==> config.mk <==
export PLATFORM = sky130hd
export DESIGN_NAME = rf_write_arbiter_flat
export DESIGN_NICKNAME = d
export VERILOG_FILES = /design/src/rtl/rf_write_arbiter_if.sv /design/src/rtl/rf_write_arbiter.sv /design/src/flat_wrapper.sv
export SDC_FILE = /design/constraint.sdc
export NUM_CORES = 1
export LEC_CHECK = 0
export BUFFER_PORTS_ARGS = -buffer_cell sky130_fd_sc_hd__buf_2
export CELL_PAD_IN_SITES_DETAIL_PLACEMENT = 0
export CELL_PAD_IN_SITES_GLOBAL_PLACEMENT = 1
export CORE_ASPECT_RATIO = 2
export CORE_UTILIZATION = 33
export CTS_CLUSTER_SIZE = 25
export DETAILED_ROUTE_END_ITERATION = 10
export PLACE_DENSITY_LB_ADDON = 0.1
export SLEW_MARGIN = 20
export SYNTH_ARGS = -nofsm -noshare
export SYNTH_HDL_FRONTEND = slang
export SYNTH_SLANG_ARGS = --single-unit
==> constraint.sdc <==
create_clock -name RFWARB_Clk -period 3.03 [get_ports RFWARB_Clk]
set_input_delay 0 -clock RFWARB_Clk [delete_from_list [all_inputs] [get_ports RFWARB_Clk]]
set_output_delay 0 -clock RFWARB_Clk [all_outputs]
set_load 0.05 [all_outputs]
==> src/rtl/rf_write_arbiter_if.sv <==
// Register-file write port bundle: two writeback requesters in, one registered
// register-file write out, plus busy and FSM state for observation.
interface rf_write_arbiter_if #(
  parameter int ADDR_W = 5,
  parameter int DATA_W = 32
);
  // Handshake: a requester raises Req with stable Addr/Data and holds them until
  // it sees Ack high in a cycle; Ack is the capture strobe, so the transfer
  // completes in that cycle. Req still high in the following cycle is a new write.
  logic              RFWARB_Req0;
  logic [ADDR_W-1:0] RFWARB_Addr0;
  logic [DATA_W-1:0] RFWARB_Data0;
  logic              RFWARB_Req1;
  logic [ADDR_W-1:0] RFWARB_Addr1;
  logic [DATA_W-1:0] RFWARB_Data1;
  logic              RFWARB_Ack0;
  logic              RFWARB_Ack1;
  logic              RFWARB_RegFile_Write;
  logic [ADDR_W-1:0] RFWARB_RegFile_Addr;
  logic [DATA_W-1:0] RFWARB_RegFile_Data;
  logic              RFWARB_Busy;
  logic [1:0]        RFWARB_State;

  modport master (
    output RFWARB_Req0, RFWARB_Addr0, RFWARB_Data0,
    output RFWARB_Req1, RFWARB_Addr1, RFWARB_Data1,
    input  RFWARB_Ack0, RFWARB_Ack1,
    input  RFWARB_RegFile_Write, RFWARB_RegFile_Addr, RFWARB_RegFile_Data,
    input  RFWARB_Busy, RFWARB_State
  );

  modport slave (
    input  RFWARB_Req0, RFWARB_Addr0, RFWARB_Data0,
    input  RFWARB_Req1, RFWARB_Addr1, RFWARB_Data1,
    output RFWARB_Ack0, RFWARB_Ack1,
    output RFWARB_RegFile_Write, RFWARB_RegFile_Addr, RFWARB_RegFile_Data,
    output RFWARB_Busy, RFWARB_State
  );
endinterface

==> src/rtl/rf_write_arbiter.sv <==
// Round-robin arbiter between ALU and load writeback for a single register-file
// write port; one write per three cycles (IDLE -> WRITE -> RECOVER).
module rf_write_arbiter #(
  parameter int ADDR_W = 5,
  parameter int DATA_W = 32
) (
  input  logic               RFWARB_Clk,
  input  logic               RFWARB_Reset,
  rf_write_arbiter_if.slave  bus
);

  typedef enum logic [1:0] {
    IDLE    = 2'd0,
    WRITE   = 2'd1,
    RECOVER = 2'd2
  } state_t;

  state_t            state;
  state_t            next_state;
  logic              last_grant;
  logic              grant0;
  logic              grant1;
  logic [ADDR_W-1:0] sel_addr;
  logic [DATA_W-1:0] sel_data;
  logic              rf_write;
  logic [ADDR_W-1:0] rf_addr;
  logic [DATA_W-1:0] rf_data;

  always_comb begin
    next_state = state;
    grant0     = 1'b0;
    grant1     = 1'b0;
    case (state)
      IDLE: begin
        if (!RFWARB_Reset) begin
          // On a tie the requester that did not win last time goes first.
          if (bus.RFWARB_Req0 && bus.RFWARB_Req1) begin
            grant0 = last_grant;
            grant1 = !last_grant;
          end else begin
            grant0 = bus.RFWARB_Req0;
            grant1 = bus.RFWARB_Req1;
          end
          if (grant0 || grant1) next_state = WRITE;
        end
      end
      WRITE:   next_state = RECOVER;
      RECOVER: next_state = IDLE;
      default: next_state = IDLE;
    endcase
  end

  assign sel_addr = grant1 ? bus.RFWARB_Addr1 : bus.RFWARB_Addr0;
  assign sel_data = grant1 ? bus.RFWARB_Data1 : bus.RFWARB_Data0;

  always_ff @(posedge RFWARB_Clk) begin
    if (RFWARB_Reset) begin
      state      <= IDLE;
      last_grant <= 1'b1;
      rf_write   <= 1'b0;
      rf_addr    <= '0;
      rf_data    <= '0;
    end else begin
      state <= next_state;
      if (grant0 || grant1) begin
        last_grant <= grant1;
        rf_addr    <= sel_addr;
        rf_data    <= sel_data;
        // x0 is hardwired zero: the grant is consumed but nothing is written.
        rf_write   <= (sel_addr != '0);
      end else begin
        rf_write   <= 1'b0;
      end
    end
  end

  assign bus.RFWARB_Ack0          = grant0;
  assign bus.RFWARB_Ack1          = grant1;
  assign bus.RFWARB_RegFile_Write = rf_write;
  assign bus.RFWARB_RegFile_Addr  = rf_addr;
  assign bus.RFWARB_RegFile_Data  = rf_data;
  assign bus.RFWARB_Busy          = (state != IDLE);
  assign bus.RFWARB_State         = state;

endmodule

==> src/flat_wrapper.sv <==
// flat-port wrapper written by rule: the top's interface ports become plain ports
module rf_write_arbiter_flat 
#(
  parameter int ADDR_W = 5,
  parameter int DATA_W = 32
)
  (RFWARB_Clk, RFWARB_Reset, bus_RFWARB_Req0, bus_RFWARB_Addr0, bus_RFWARB_Data0, bus_RFWARB_Req1, bus_RFWARB_Addr1, bus_RFWARB_Data1, bus_RFWARB_Ack0, bus_RFWARB_Ack1, bus_RFWARB_RegFile_Write, bus_RFWARB_RegFile_Addr, bus_RFWARB_RegFile_Data, bus_RFWARB_Busy, bus_RFWARB_State);
  rf_write_arbiter_if #(.ADDR_W(ADDR_W), .DATA_W(DATA_W)) bus_i ();
  input  logic RFWARB_Clk;
  input  logic RFWARB_Reset;
  input wire logic [$bits(bus_i.RFWARB_Req0)-1:0] bus_RFWARB_Req0;
  input wire logic [$bits(bus_i.RFWARB_Addr0)-1:0] bus_RFWARB_Addr0;
  input wire logic [$bits(bus_i.RFWARB_Data0)-1:0] bus_RFWARB_Data0;
  input wire logic [$bits(bus_i.RFWARB_Req1)-1:0] bus_RFWARB_Req1;
  input wire logic [$bits(bus_i.RFWARB_Addr1)-1:0] bus_RFWARB_Addr1;
  input wire logic [$bits(bus_i.RFWARB_Data1)-1:0] bus_RFWARB_Data1;
  output wire logic [$bits(bus_i.RFWARB_Ack0)-1:0] bus_RFWARB_Ack0;
  output wire logic [$bits(bus_i.RFWARB_Ack1)-1:0] bus_RFWARB_Ack1;
  output wire logic [$bits(bus_i.RFWARB_RegFile_Write)-1:0] bus_RFWARB_RegFile_Write;
  output wire logic [$bits(bus_i.RFWARB_RegFile_Addr)-1:0] bus_RFWARB_RegFile_Addr;
  output wire logic [$bits(bus_i.RFWARB_RegFile_Data)-1:0] bus_RFWARB_RegFile_Data;
  output wire logic [$bits(bus_i.RFWARB_Busy)-1:0] bus_RFWARB_Busy;
  output wire logic [$bits(bus_i.RFWARB_State)-1:0] bus_RFWARB_State;
  assign bus_i.RFWARB_Req0 = bus_RFWARB_Req0;
  assign bus_i.RFWARB_Addr0 = bus_RFWARB_Addr0;
  assign bus_i.RFWARB_Data0 = bus_RFWARB_Data0;
  assign bus_i.RFWARB_Req1 = bus_RFWARB_Req1;
  assign bus_i.RFWARB_Addr1 = bus_RFWARB_Addr1;
  assign bus_i.RFWARB_Data1 = bus_RFWARB_Data1;
  assign bus_RFWARB_Ack0 = bus_i.RFWARB_Ack0;
  assign bus_RFWARB_Ack1 = bus_i.RFWARB_Ack1;
  assign bus_RFWARB_RegFile_Write = bus_i.RFWARB_RegFile_Write;
  assign bus_RFWARB_RegFile_Addr = bus_i.RFWARB_RegFile_Addr;
  assign bus_RFWARB_RegFile_Data = bus_i.RFWARB_RegFile_Data;
  assign bus_RFWARB_Busy = bus_i.RFWARB_Busy;
  assign bus_RFWARB_State = bus_i.RFWARB_State;
  rf_write_arbiter #(.ADDR_W(ADDR_W), .DATA_W(DATA_W)) u_core (.RFWARB_Clk(RFWARB_Clk), .RFWARB_Reset(RFWARB_Reset), .bus(bus_i));
endmodule
Word level (Yosys, flattened, before mapping)
Index checks and enable logic that the tools add are counted.
{ "op_classes": {"eq_ne": 2, "muxes": 14, "bitwise": 1, "reduce_logical": 8} }
{ "ops": {"columns": ["operator", "count"], "rows": [
  ["32-bit 2-to-1 mux", 1],
  ["1-bit 2-to-1 mux", 10],
  ["5-bit 2-to-1 mux", 1],
  ["5-bit nonzero test", 1],
  ["2-bit case mux with 2 select lines", 1],
  ["2-bit by 1-bit == test with 1-bit output (second input constant)", 1],
  ["2-bit zero test", 1],
  ["1-bit logical OR", 2],
  ["2-bit 2-to-1 mux", 1],
  ["2-bit by 1-bit inequality test with 1-bit output (second input constant)", 1],
  ["2-bit nonzero test", 1],
  ["2-bit OR reduction", 1],
  ["1-bit logical AND", 1],
  ["1-bit zero test", 1],
  ["1-bit inverter", 1]
]} }
{ "word_totals": {"ff_bits": 41, "inputBits": 78, "output_inout_bits": 43, "elab_cells": 30} }

Depth between registers and ports, before layout
Gate-level depths: netlist (run 1).
{ "depth": {"ltp_word": 9, "depth_mapped": 5, "depth_no_buf": 3} }

Worst setup path before layout (run 1)
Ideal clock, no wire load.
{ "synth_timing": {"path_type": "reg2out", "start": "register u_core.state[1] (netlist: u_core.bus.RFWARB_State[1])", "end": "output bus_RFWARB_Ack1", "arrival_time_ns": 1.808, "required_time_ns": 3.030, "setup_slack_ns": 1.222, "path_stages_with_launch": 4, "n_path_buf": 1, "path_cell_list": "dfxtp_1 > or3_4 > buf_2 > nor2_1"} }
{ "synth_via": {"elab_chain_cells": 2} }
{ "synth_lines": {"columns": ["item", "line", "text"], "rows": [
  ["from (decl)", "rf_write_arbiter.sv:18", "state_t state;"],
  ["from (signal assigned)", "rf_write_arbiter.sv:64", "state <= next_state;"],
  ["2-bit zero test", "rf_write_arbiter.sv:33", "case (state)"],
  ["1-bit 2-to-1 mux", "rf_write_arbiter.sv:33", null],
  ["to (decl)", "flat_wrapper.sv:18", "output wire logic [$bits(bus_i.RFWARB_Ack1)-1:0] bus_RFWARB_Ack1;"]
]} }
Every way passes these cells.

Final worst setup path (run 1)
{ "layout_timing": {"start": "register u_core.state[1] (netlist: u_core.bus.RFWARB_State[1])", "end": "register u_core.rf_data[12] (netlist: u_core.bus.RFWARB_RegFile_Data[12])"} }
{ "layout_via": {"elab_chain_cells": 3, "elab_cells_between_ends": 5, "classes_between": "mux: 3; reduce/logical: 2"} }
{ "layout_lines": {"columns": ["item", "line", "text"], "rows": [
  ["2-bit zero test (*)", "rf_write_arbiter.sv:33", null],
  ["1-bit 2-to-1 mux", "rf_write_arbiter.sv:33", null],
  ["32-bit 2-to-1 mux or 1-bit logical OR (tied branches)", "rf_write_arbiter.sv:54, rf_write_arbiter.sv:65", null],
  ["to (signal assigned)", "rf_write_arbiter.sv:68", "rf_data <= sel_data;"],
  ["to (decl)", "rf_write_arbiter.sv:27", "logic [DATA_W-1:0] rf_data;"]
]} }
Mark *: on every way between the ends. The rest lies on a longest branch, timed or not.
A chain may end at the register's enable or synchronous reset.

==> flow_metrics.env, run 1 <==
export IMPL_status="complete, no violations"
export IMPL_cts_sinks=41
export IMPL_worst_pin_slew_ns=0.933
export IMPL_final_hold_violation_count=0
export IMPL_htree_levels=2
export IMPL_hold_class="in -> reg"
export IMPL_finalSetupViolations=0
export IMPL_path_class="reg -> reg"
export IMPL_hold_buffers=43
export IMPL_critPathSlowestCell="buf_4"
export IMPL_viasPerCell=5.22
export IMPL_powerDensity_nw_per_um2=533
export IMPL_path_clk_slew_ns=0.06
export IMPL_num_rows=40
export IMPL_grt_max_degree=77
export IMPL_clock_skew_ns=0.00295
export IMPL_irDropWorstVdd_mv=0.329
export IMPL_ant_nets=0
export IMPL_drv_cap=0
export IMPL_netlist_area_um2=2110
export IMPL_grt_total_usage_pct=21.7
export IMPL_start_util_pct=34.5
export IMPL_start_kind="flop"
export IMPL_antenna_cells=0
export IMPL_slew_headroom_pct=37.8
export IMPL_overflow=0
export IMPL_cts_buffer_depth=2
export IMPL_antenna_found_initial=0
export IMPL_yosys_most_used_dff="dfxtp_1"
export IMPL_fin_nets=461
export IMPL_clock_fmax_mhz=440
export IMPL_setup_tns_ns=0
export IMPL_postCtsResizedCells=0
export IMPL_clock_latency_ns=0.29
export IMPL_ys_seq_elements=41
export IMPL_critPathRequiredTime_ns=3.26
export IMPL_synthArstFlopShare_pct=0
export IMPL_synth_edff_count=0
export IMPL_cts_tree="done"
export IMPL_final_max_slew_violation_count=0
export IMPL_postRouteWirelength_um=6960
export IMPL_rsz0062_at_grt="no"
export IMPL_fin_crit_sh_pct=75.0
export IMPL_dr_pass1_iters=4
export IMPL_yosysMostFrequentCell="dfxtp_1"
export IMPL_portBuffers=120
export IMPL_grt_pass1_wl_um=11200
export IMPL_grt_pass1_vias=2372
export IMPL_synth_top_area_share_pct=38.9
export IMPL_synth_top_cell_by_area="dfxtp_1"
export IMPL_final_layout_size_suffix_gt1_share_pct=37.5
export IMPL_synth_cell_type_count=31
export IMPL_cts_setup_buffers=0
export IMPL_place_gp_congestion=0.709
export IMPL_yosys_top_cells_count="dfxtp_1, a21oi_1, nand3_1"
export IMPL_crit_arrival_ns=2.50
export IMPL_ys_warn_count=0
export IMPL_fin_util_pct=53.1
export IMPL_pin_count=121
export IMPL_crit_buf_inv=2
export IMPL_area_growth_pct=53.7
export IMPL_cpPeakStageDelay_ns=0.63
export IMPL_cts_buffers=5
export IMPL_power_total_uw=1730
export IMPL_seq_area_frac_synth_pct=38.9
export IMPL_n_fill_cell=630
export IMPL_leakagePower_uw=0.00139
export IMPL_crit_chain="nor3_4 > buf_4 > nand3_1 > a311oi_1 > dlygate4sd3_1"
export IMPL_finalCriticalPeriod_ns=2.27
export IMPL_synth_cells=240
export IMPL_die_width_um=58.5
export IMPL_coreArea_um2=6110
export IMPL_die_area_um2=6740
export IMPL_place_worst_setup_slack_ns=1.22
export IMPL_wl_per_cell_um=14.9
export IMPL_crit_fanout=76
export IMPL_synth_area_leaders="dfxtp_1, a311oi_1, a21oi_1"
export IMPL_syn_num_nets=318
export IMPL_setup_ws_ns=0.757
export IMPL_path_delay_family="buffers and inverters"
export IMPL_die_h_um=115
export IMPL_num_vias=2441
export IMPL_first_iter_violations=97
export IMPL_cp_end_kind="flop"
export IMPL_route_detailed_drc=0
export IMPL_dpl_hpwl_um=4330
export IMPL_syn_mean_instance_area_um2=8.79
export IMPL_cts_root_buf="clkbuf_16"
==> per-stage QoR <==
stage          cell area [um^2]  std cells  hold WS [ns]
6_report                   3240        468       0.00574
5_1_grt                    3240        468        0.0143
4_1_cts                    3240        468       0.00165
3_5_place_dp               2680        417         0.243
3_3_place_gp               2680        417         0.241
2_1_floorplan              2110        240         0.141
==> flip-flops by register name, indices dropped and copies added, names as in the netlist <==
register / flops
u_core.bus.RFWARB_RegFile_Write: 1
u_core.bus.RFWARB_State: 2
u_core.last_grant: 1
u_core.bus.RFWARB_RegFile_Data: 32
u_core.bus.RFWARB_RegFile_Addr: 5
==> path summary, 6_finish.rpt <==
check / startpoint / endpoint / slack [ns] / depth (start not counted)
worst min register to register: u_core.bus.RFWARB_RegFile_Data[2] / u_core.bus.RFWARB_RegFile_Data[2] / 0.47 / 2
worst max register to register: u_core.bus.RFWARB_State[1] / u_core.bus.RFWARB_RegFile_Data[12] / 0.76 / 5
worst max-delay path: u_core.bus.RFWARB_State[1] / u_core.bus.RFWARB_RegFile_Data[12] / 0.76 / 5
worst min-delay path: bus_RFWARB_Data0[15] / u_core.bus.RFWARB_RegFile_Data[15] / 0.006 / 3
==> placed cells by master, fill, tap and decap left out, drive strengths merged, types with 2 or more instances in the layout <==
master         n
a311oi        21
nor3b          2
or4            2
clkbuf         8
or2            2
dlygate4sd3   43
o21ai         21
dfxtp         41
nand4          4
inv           19
o211ai        12
buf          123
o311ai         4
nor2           2
o32ai         12
a21oi         33
nand3         25
==> cell families after synthesis <==
logic type	count (synthesis)	synth area share (%)
DFF	41	38.9
AOI/OAI and AO/OA	107	37.4
buffers and inverters	49	11.5
and+or+nand+nor	43	12.2
==> worst min-delay path, stage by stage <==
cell and delay [ns]:
buf_2 0.09, o21ai_1 0.06, a311oi_1 0.08
==> power by group <==
group,internal (uW),switching [uW]
sequential,595,30.2
clock,307,209
combinational,197,391
total,1100,630
==> layer usage <==
metal / vias up / part of all wire, % / track usage (%)
met3: 13 / 5.2 / 3.94
met5: - / 0 / 0
met2: 87 / 53 / 37.7
met1: 1137 / 39 / 25.1
met4: 0 / 2.8 / 10.0
li1: 1204 / - / -
==> cell type report <==
class                      instances  area (um^2)  area share [%]
inverter                          19         71.3            2.20
sequential                        41          821            25.3
timing repair buffer             166         1050            32.5
multi-input combinational        150         1050            32.5
clock buffer                       8          136            4.21
tap                               84          105            3.24
No activity file was read; power rests on OpenSTA's default activity.
==> run 2, diff against run 1 <==
--- a/config.mk
+++ b/config.mk
@@ -9,7 +9,7 @@
 export CELL_PAD_IN_SITES_DETAIL_PLACEMENT = 0
 export CELL_PAD_IN_SITES_GLOBAL_PLACEMENT = 1
 export CORE_ASPECT_RATIO = 2
-export CORE_UTILIZATION = 33
+export CORE_UTILIZATION = 31
 export CTS_CLUSTER_SIZE = 25
 export DETAILED_ROUTE_END_ITERATION = 10
 export PLACE_DENSITY_LB_ADDON = 0.1
==> constraint.sdc (replaced) <==
create_clock -name RFWARB_Clk -period 2.3 [get_ports RFWARB_Clk]
set_input_delay 0 -clock RFWARB_Clk [delete_from_list [all_inputs] [get_ports RFWARB_Clk]]
set_output_delay 0 -clock RFWARB_Clk [all_outputs]
set_load 0.05 [all_outputs]
==> run 2 against run 1 <==
  * Setup slack got worse by 0.47 ns
  * Largest power group unchanged
  * Critical path type unchanged
  * Non-clock buffer count rose by 4
  * Final cell count rose by 1.5%
  * Critical endpoint is now u_core.bus.RFWARB_RegFile_Data[23]
  * Combinational power rose by 36%
  * Highest routed layer unchanged
  * Clock power rose by 36%
  * Core utilization fell by 2.7 points
  * Hold slack got worse by 0.0031 ns
  * Flip-flop and latch count did not move
==> flow_metrics.env, run 2 (synthesis gave the netlist of run 1 again) <==
export IMPL_grt_busiest_layer="met2"
export IMPL_cts_tree="done"
export IMPL_start_kind="flop"
export IMPL_final_area_um2=3310
export IMPL_final_common_cell="buf_2"
export IMPL_crit_fanout=26
export IMPL_hold_class="in -> reg"
export IMPL_cts_buffer_depth=2
export IMPL_intPower_uw=1490
export IMPL_path_clk_slew_ns=0.06
export IMPL_status="complete, no violations"
export IMPL_num_rows=42
export IMPL_p_clk_share_pct=30.1
export IMPL_first_iter_violations=128
export IMPL_grt_max_degree=67
export IMPL_grt_total_usage_pct=21.3
export IMPL_final_hold_violation_count=0
export IMPL_pin_count=121
export IMPL_fin_nets=465
export IMPL_critPathRequiredTime_ns=2.47
export IMPL_worst_r2r_cell_count=5
export IMPL_drv_cap=0
export IMPL_dpl_instance_area_um2=2770
export IMPL_r2r_start="u_core.bus.RFWARB_State[1]"
export IMPL_setup_tns_ns=0
export IMPL_cts_root_buf="clkbuf_16"
export IMPL_r2r_slack_ns=0.29
export IMPL_hold_depth=3
export IMPL_layout_common_cells="buf_2, dfxtp_1, dlygate4sd3_1, a21oi_1, nand3_1"
export IMPL_cts_sinks=41
export IMPL_postRouteWirelength_um=7220
export IMPL_setup_ws_ns=0.286
export IMPL_p_seq_share_pct=35.4
export IMPL_fin_crit_sh_pct=87.6
export IMPL_die_h_um=119
export IMPL_switchingPower_uw=836
export IMPL_area_growth_pct=57.1
export IMPL_antenna_cells=0
export IMPL_place_worst_setup_slack_ns=0.808
export IMPL_num_vias=2416
export IMPL_netSwitchingFraction_pct=36.0
export IMPL_clock_skew_ns=0.00267
export IMPL_grt_pass1_wl_um=11600
export IMPL_min_to="u_core.bus.RFWARB_RegFile_Data[14]"
export IMPL_overflow=0
export IMPL_finalSetupViolations=0
export IMPL_grt_pass1_vias=2394
export IMPL_start_util_pct=32.1
export IMPL_slew_headroom_pct=70.7
export IMPL_portBuffers=120
export IMPL_final_max_slew_violation_count=0
export IMPL_place_gp_congestion=0.790
export IMPL_dpl_hpwl_um=4820
export IMPL_met2_usage_pct=36.5
export IMPL_cp_end_kind="flop"
export IMPL_dr_pass1_iters=4
export IMPL_wl_per_cell_um=15.2
export IMPL_cts_buffers=5
export IMPL_irDropWorstVdd_mv=0.422
export IMPL_grt_util_met3_pct=5.03
export IMPL_rsz0062_at_grt="no"
export IMPL_final_layout_size_suffix_gt1_share_pct=39.3
export IMPL_worst_pin_slew_ns=0.439
export IMPL_die_width_um=60.3
export IMPL_leakagePower_uw=0.00143
export IMPL_coreArea_um2=6570
export IMPL_finalCriticalPeriod_ns=2.01
export IMPL_viasPerCell=5.09
export IMPL_ant_nets=0
export IMPL_powerDensity_nw_per_um2=701
export IMPL_path_class="reg -> reg"
export IMPL_die_area_um2=7160
export IMPL_clock_latency_ns=0.28
export IMPL_crit_arrival_ns=2.18
export IMPL_r2r_end="u_core.bus.RFWARB_RegFile_Data[23]"
export IMPL_clock_fmax_mhz=497
export IMPL_hold_start="bus_RFWARB_Data1[14]"
export IMPL_antenna_found_initial=0
export IMPL_combPwrFrac_pct=34.5
export IMPL_largest_register_ffs=32
export IMPL_use_met1_pct=24.4
export IMPL_route_detailed_drc=0
export IMPL_htree_levels=2
[run 2: changes by cell type in the layout (fill, tap and decap cells not counted)]
cell / delta
buf_4: +4
buf_12: +3
dlygate4sd3_1: -3
clkbuf_1: -2
clkbuf_8: +1
[run 2: worst max path at each step]
stage,depth (start not counted),start,to
final,5,u_core.bus.RFWARB_State[1],u_core.bus.RFWARB_RegFile_Data[23]
after global routing,5,u_core.bus.RFWARB_State[1],u_core.bus.RFWARB_RegFile_Addr[0]
after CTS,5,u_core.bus.RFWARB_State[1],u_core.bus.RFWARB_RegFile_Addr[0]
after detailed placement,4,u_core.last_grant,u_core.bus.RFWARB_RegFile_Data[12]
after global placement,4,u_core.bus.RFWARB_State[1],u_core.bus.RFWARB_RegFile_Addr[4]
after floorplan,3,u_core.bus.RFWARB_State[1],bus_RFWARB_Ack1
[run 2: layout make-up]
type,count,area [um^2]
fillers,670,3260
flip-flops and latches,41,821
clock buffers,7,143
multi-input cells,150,1050
repair buffers,170,1110
inverters,19,71.3
well taps,88,110
[run 2: per-stage QoR]
step | power (uW) | cells | hold WS, ns | utilization [%]
2_1_floorplan | 1370 | 240 | 0.141 | -
3_3_place_gp | 1580 | 428 | 0.237 | 42.2
3_5_place_dp | 1580 | 428 | 0.245 | 42.2
4_1_cts | 2350 | 475 | 0.00135 | 50.4
5_1_grt | 2440 | 475 | 0.00784 | 50.4
6_report | 2320 | 475 | 0.00263 | 50.4
[run 2: repair_timing]
| item | in CTS | in global routing |
|---|---|---|
| setup buffers | 0 | 0 |
| hold buffers | 40 | 0 |
| gates resized for setup | 0 | 0 |
| endpoints found under the hold margin | 30 | 0 |
[run 2: power groups by stage]
stage | clock network, uW | logic, uW | registers (uW)
after floorplan | 0 | 286 | 1080
after global placement | 0 | 739 | 839
after detailed placement | 0 | 743 | 839
after CTS | 719 | 807 | 824
after global routing | 744 | 860 | 832
final | 700 | 801 | 823
[run 2: layer usage]
metal,share of wire (%),wire length (um)
met4,1.8,127
met3,6.0,430
met2,54,3880
met1,39,2780
met5,0,0
[run 2: worst max-delay path: stages, from the launching register on]
cell           delay [ns]
dfxtp_1              0.36
nor3_4               0.28
and2_2               0.36
buf_12               0.22
a311oi_1             0.10
dlygate4sd3_1        0.56
